`src/rtl/mem_controller.sv`:
```
// mem_controller: single-outstanding load/store front end for the NBBPU data RAM.
// Each request is decoded to the RAM, to the memory-mapped io_out register, or to
// an unmapped region. The controller sequences the RAM's registered read and
// returns exactly one resp_valid pulse per request.
module mem_controller #(
    parameter int          ADDR_BITS = 8,
    parameter logic [15:0] IO_ADDR   = 16'hFFFF
) (
    input  logic        clock,
    input  logic        reset,
    input  logic        req_valid,
    output logic        req_ready,
    input  logic        req_write,
    input  logic [15:0] req_address,
    input  logic [15:0] req_data,
    output logic        resp_valid,
    output logic [15:0] resp_data,
    output logic        resp_error,
    output logic        ram_select,
    output logic        ram_read_enable,
    output logic        ram_write_enable,
    output logic [15:0] ram_address,
    output logic [15:0] ram_write_data,
    input  logic [15:0] ram_read_data,
    output logic [15:0] io_out
);

    typedef enum logic [1:0] {IDLE, ISSUE, WAIT, RESP} state_t;

    // One more bit than the address so a full 16-bit RAM range is representable.
    localparam logic [16:0] RAM_WORDS = 17'(1) << ADDR_BITS;

    state_t state;
    logic   write_q;
    logic   is_ram;
    logic   is_io;

    assign req_ready = (state == IDLE);

    // Address decode; the RAM range takes priority if IO_ADDR overlaps it.
    always_comb begin
        is_ram = ({1'b0, req_address} < RAM_WORDS);
        is_io  = !is_ram && (req_address == IO_ADDR);
    end

    // Request FSM with registered RAM strobes and response outputs.
    always_ff @(posedge clock) begin
        if (reset) begin
            state            <= IDLE;
            write_q          <= 1'b0;
            resp_valid       <= 1'b0;
            resp_error       <= 1'b0;
            resp_data        <= 16'h0000;
            ram_select       <= 1'b0;
            ram_read_enable  <= 1'b0;
            ram_write_enable <= 1'b0;
            ram_address      <= 16'h0000;
            ram_write_data   <= 16'h0000;
            io_out           <= 16'h0000;
        end else begin
            // Strobes and the response pulse are single-cycle by default.
            ram_select       <= 1'b0;
            ram_read_enable  <= 1'b0;
            ram_write_enable <= 1'b0;
            resp_valid       <= 1'b0;
            case (state)
                IDLE: begin
                    if (req_valid) begin
                        write_q <= req_write;
                        if (is_ram) begin
                            ram_select       <= 1'b1;
                            ram_read_enable  <= ~req_write;
                            ram_write_enable <= req_write;
                            ram_address      <= req_address;
                            ram_write_data   <= req_data;
                            state            <= ISSUE;
                        end else if (is_io) begin
                            if (req_write) begin
                                io_out    <= req_data;
                                resp_data <= 16'h0000;
                            end else begin
                                resp_data <= io_out;
                            end
                            resp_error <= 1'b0;
                            resp_valid <= 1'b1;
                            state      <= RESP;
                        end else begin
                            // Unmapped: report an error without touching RAM or io_out.
                            resp_data  <= 16'h0000;
                            resp_error <= 1'b1;
                            resp_valid <= 1'b1;
                            state      <= RESP;
                        end
                    end
                end
                ISSUE: begin
                    if (write_q) begin
                        resp_data  <= 16'h0000;
                        resp_error <= 1'b0;
                        resp_valid <= 1'b1;
                        state      <= RESP;
                    end else begin
                        state <= WAIT;
                    end
                end
                WAIT: begin
                    // RAM read data became valid on the ISSUE->WAIT edge.
                    resp_data  <= ram_read_data;
                    resp_error <= 1'b0;
                    resp_valid <= 1'b1;
                    state      <= RESP;
                end
                RESP: begin
                    state <= IDLE;
                end
                default: begin
                    state <= IDLE;
                end
            endcase
        end
    end

endmodule
```
`config.mk`:
```
export PLATFORM = sky130hd
export DESIGN_NAME = mem_controller
export DESIGN_NICKNAME = d
export VERILOG_FILES = /design/src/rtl/mem_controller.sv
export SDC_FILE = /design/constraint.sdc
export NUM_CORES = 1
export LEC_CHECK = 0
export CAP_MARGIN = 20
export CELL_PAD_IN_SITES_DETAIL_PLACEMENT = 1
export CELL_PAD_IN_SITES_GLOBAL_PLACEMENT = 2
export CORE_AREA = 5 5 105 127
export CTS_CLUSTER_DIAMETER = 100
export DETAILED_ROUTE_END_ITERATION = 6
export DIE_AREA = 0 0 110 132
export HOLD_SLACK_MARGIN = 0.05
export PLACE_DENSITY = 0.93
export SLEW_MARGIN = 20
export SYNTH_ARGS = -nofsm -noshare
export SYNTH_HDL_FRONTEND = slang
export SYNTH_SLANG_ARGS = --single-unit
```
`constraint.sdc`:
```
create_clock -name clock -period 3.3 [get_ports clock]
set_input_delay 0.66 -clock clock [delete_from_list [all_inputs] [get_ports clock]]
set_output_delay 0.66 -clock clock [all_outputs]
set_load 0.01 [all_outputs]
```
==> out/results.ini <==
[final_layout]
diodes=0
fin_area_sq_um=4652
layout.nets=495
syn_to_final_growth_pct=54.02
drive_gt1_share_pct=7.658
fillers=1382

[critical_path]
crit_path_start_kind=flip-flop
critPathMaxFanout=10
end_kind=primary output
worstPathRequired_ns=2.64
worstSetupPathType=reg -> out
arrival_ns=1.79
reg2regPathDepth=5

[power_and_ir_drop]
vdd_drop_max_mv=0.2391
fin_total_pwr_mw=3.113
powerDensity_nw_per_um2=669.2
p_leak_nw=1.797

[synthesis]
synthCells=329
synth.area.top_cells=dfxtp_1 (48%), mux2i_1 (8.3%), nand3_1 (8.3%), a21oi_1 (5.8%), nor2_1 (3.9%)
yosysWarnings=0
synth_top_area_share_pct=47.72
synthFlopType=dfxtp_1
synth_top_area_cell=dfxtp_1
ys_seq_area_share_pct=47.72
synth_area_sq_um=3020
syn-num-nets=385
synth_edf_count=0
ys_types=31
ys_seq_elements=72
async_flop_share_pct=0
syn_area_per_cell_sq_um=9.181

[sta]
skew_ns=0.003259
min_period_ns=2.446
setup_viol_count_final=0
timing.fmax_ghz=0.4088
finalHoldViolCount=0
worst_slew_pin_slew_ns=0.6615
whs_ns=0.4566
slew_viol_final=0
layout_setup_ws_ns=0.8539
finalSetupTns_ns=0
rsz0062_at_grt=no
period_share_pct=74.12
slew_headroom_pct=55.90

[clock_network]
insertion_delay_ns=0.33
path_clk_slew_ns=0.06
cts_tree=done
cts_buffers=9
postCtsSetupRepairBufs=0
ctsHoldBuffers=0
cts_resized=0
h-tree-depth=3
clk_path_buf_depth=2
root_buffer=clkbuf_16
clock-sinks=72

[grt]
track_usage_pct=14.27
grt_max_degree=36
overflow=0
grt_pass1_vias=3032
grt_pass1_wl_um=16220
antenna_found_initial=0

[drt]
ant_nets=0
avgRoutedWirePerCell_um=16.77
vias_per_cell=4.661
dr.pass1.iters=4
vias=2820
drt_iter0_drc=102
drc=0
routed_wl_um=10150

[floorplanning]
pin_count=122
die_x_um=110
initial_utilization_pct=25.28
die_h_um=132
core_area_sq_um=11950
dieArea_sq_um=14520
num_rows=44

[placed_design]
placed_cell_area_sq_um=4343
io_buffers=121
routabilityCongestion=0.7361
dpl.hpwl_um=7665
post-place-ws_ns=0.5440

[run]
drv_cap=0

[outcome]
outcome=complete, no violations

[worst_hold_path]
hold_class=reg -> reg
min_path_cells=1

==> critical path, cell delays in order (launching register included) <==
cell and delay [ns]:
dfxtp_1 0.33, inv_1 0.10, ha_1 0.41, clkdlybuf4s50_1 0.62
==> worst paths after layout <==
check | end | startpoint | slack [ns]
worst min register to register | ram_address[11] | ram_address[11] | 0.46
worst min-delay path | ram_address[11] | ram_address[11] | 0.46
worst max register to register | io_out[15] | state[0] | 1.39
worst max-delay path | req_ready | state[0] | 0.85
==> kinds of logic (layout without fill, tap and decap cells) <==
| family | count (synthesis) | after routing | share of synthesized area [%] |
|---|---|---|---|
| flops | 72 | 72 | 47.72 |
| mux | 25 | 25 | 8.285 |
| simple gates | 123 | 123 | 22.99 |
| fa+ha+maj | 4 | 4 | 1.657 |
| compound gates | 72 | 72 | 14.29 |
| buf+inv | 33 | 148 | 5.054 |
==> metal layers <==
| metal | up-vias | track usage [%] | wire length, um |
|---|---|---|---|
| met1 | 1322 | 17.51 | 4357 |
| met3 | 11 | 2.940 | 634 |
| li1 | 1403 | - | - |
| met5 | - | 0 | 0 |
| met2 | 84 | 23.48 | 4948 |
| met4 | 0 | 6.722 | 204 |
==> state kept, by name (all words and copies together) (netlist names) <==
| signal | cells |
|---|---|
| ram_address | 16 |
| ram_select | 1 |
| ram_write_data | 16 |
| ram_read_enable | 1 |
| io_out | 16 |
| resp_valid | 1 |
| write_q | 1 |
| resp_error | 1 |
| ram_write_enable | 1 |
| resp_data | 16 |
| state | 2 |
==> cell usage after synthesis, types with 2 or more instances <==
master and instances:
a211oi_1 14, a211oi_2 2, a21oi_1 35, and2_1 9
and3_1 17, buf_2 11, buf_6 2, clkbuf_1 16
dfxtp_1 72, ha_1 4, inv_1 4, mux2i_1 25
nand3_1 50, nand4_1 2, nand4_2 2, nor2_1 31
nor3_1 3, nor4_2 2, nor4_4 2, o21ai_0 6
o21ai_1 10
==> final cells by class <==
type,count,area (sq um),share of cell area [%]
inverter,4,15.01,0.3228
timing repair buffer,128,1259,27.06
sequential,72,1441,30.98
tap,161,201.4,4.330
clock inverter,4,52.55,1.130
clock buffer,12,256.5,5.514
multi-input combinational,224,1426,30.66
==> power by group <==
group	leakage (nW)	internal, mW	switching, mW	total [mW]
Combinational	1.07	0.512	0.547	1.06
Sequential	0.584	0.992	0.0707	1.06
Clock	0.141	0.626	0.365	0.991
Total	1.80	2.13	0.982	3.11
==> metrics by stage <==
stage	std cells	util [%]
floorplan	329	-
global placement	589	36.35
detailed placement	589	36.35
CTS	605	38.94
global route	605	38.94
finish	605	38.94
==> cells in the final DEF (no fill, tap or decap), drive strengths merged <==
master / synthesis / routed
nor2: 31 / 31
bufinv: 0 / 1
and2: 9 / 9
nor3: 3 / 3
a31oi: 1 / 1
a221oi: 1 / 1
clkdlybuf4s50: 0 / 120
ha: 4 / 4
a21o: 1 / 1
dfxtp: 72 / 72
a21oi: 35 / 35
nand2: 1 / 1
or4: 1 / 1
mux2i: 25 / 25
nand4: 5 / 5
inv: 4 / 4
o21ai: 16 / 16
a211oi: 16 / 16
clkbuf: 16 / 12
clkinvlp: 0 / 3
a31o: 1 / 1
nand2b: 1 / 1
nor2b: 1 / 1
nand3: 50 / 50
buf: 13 / 8
a311oi: 1 / 1
and3: 17 / 17
nor4: 4 / 4
No activity file was read; power rests on OpenSTA's default activity.
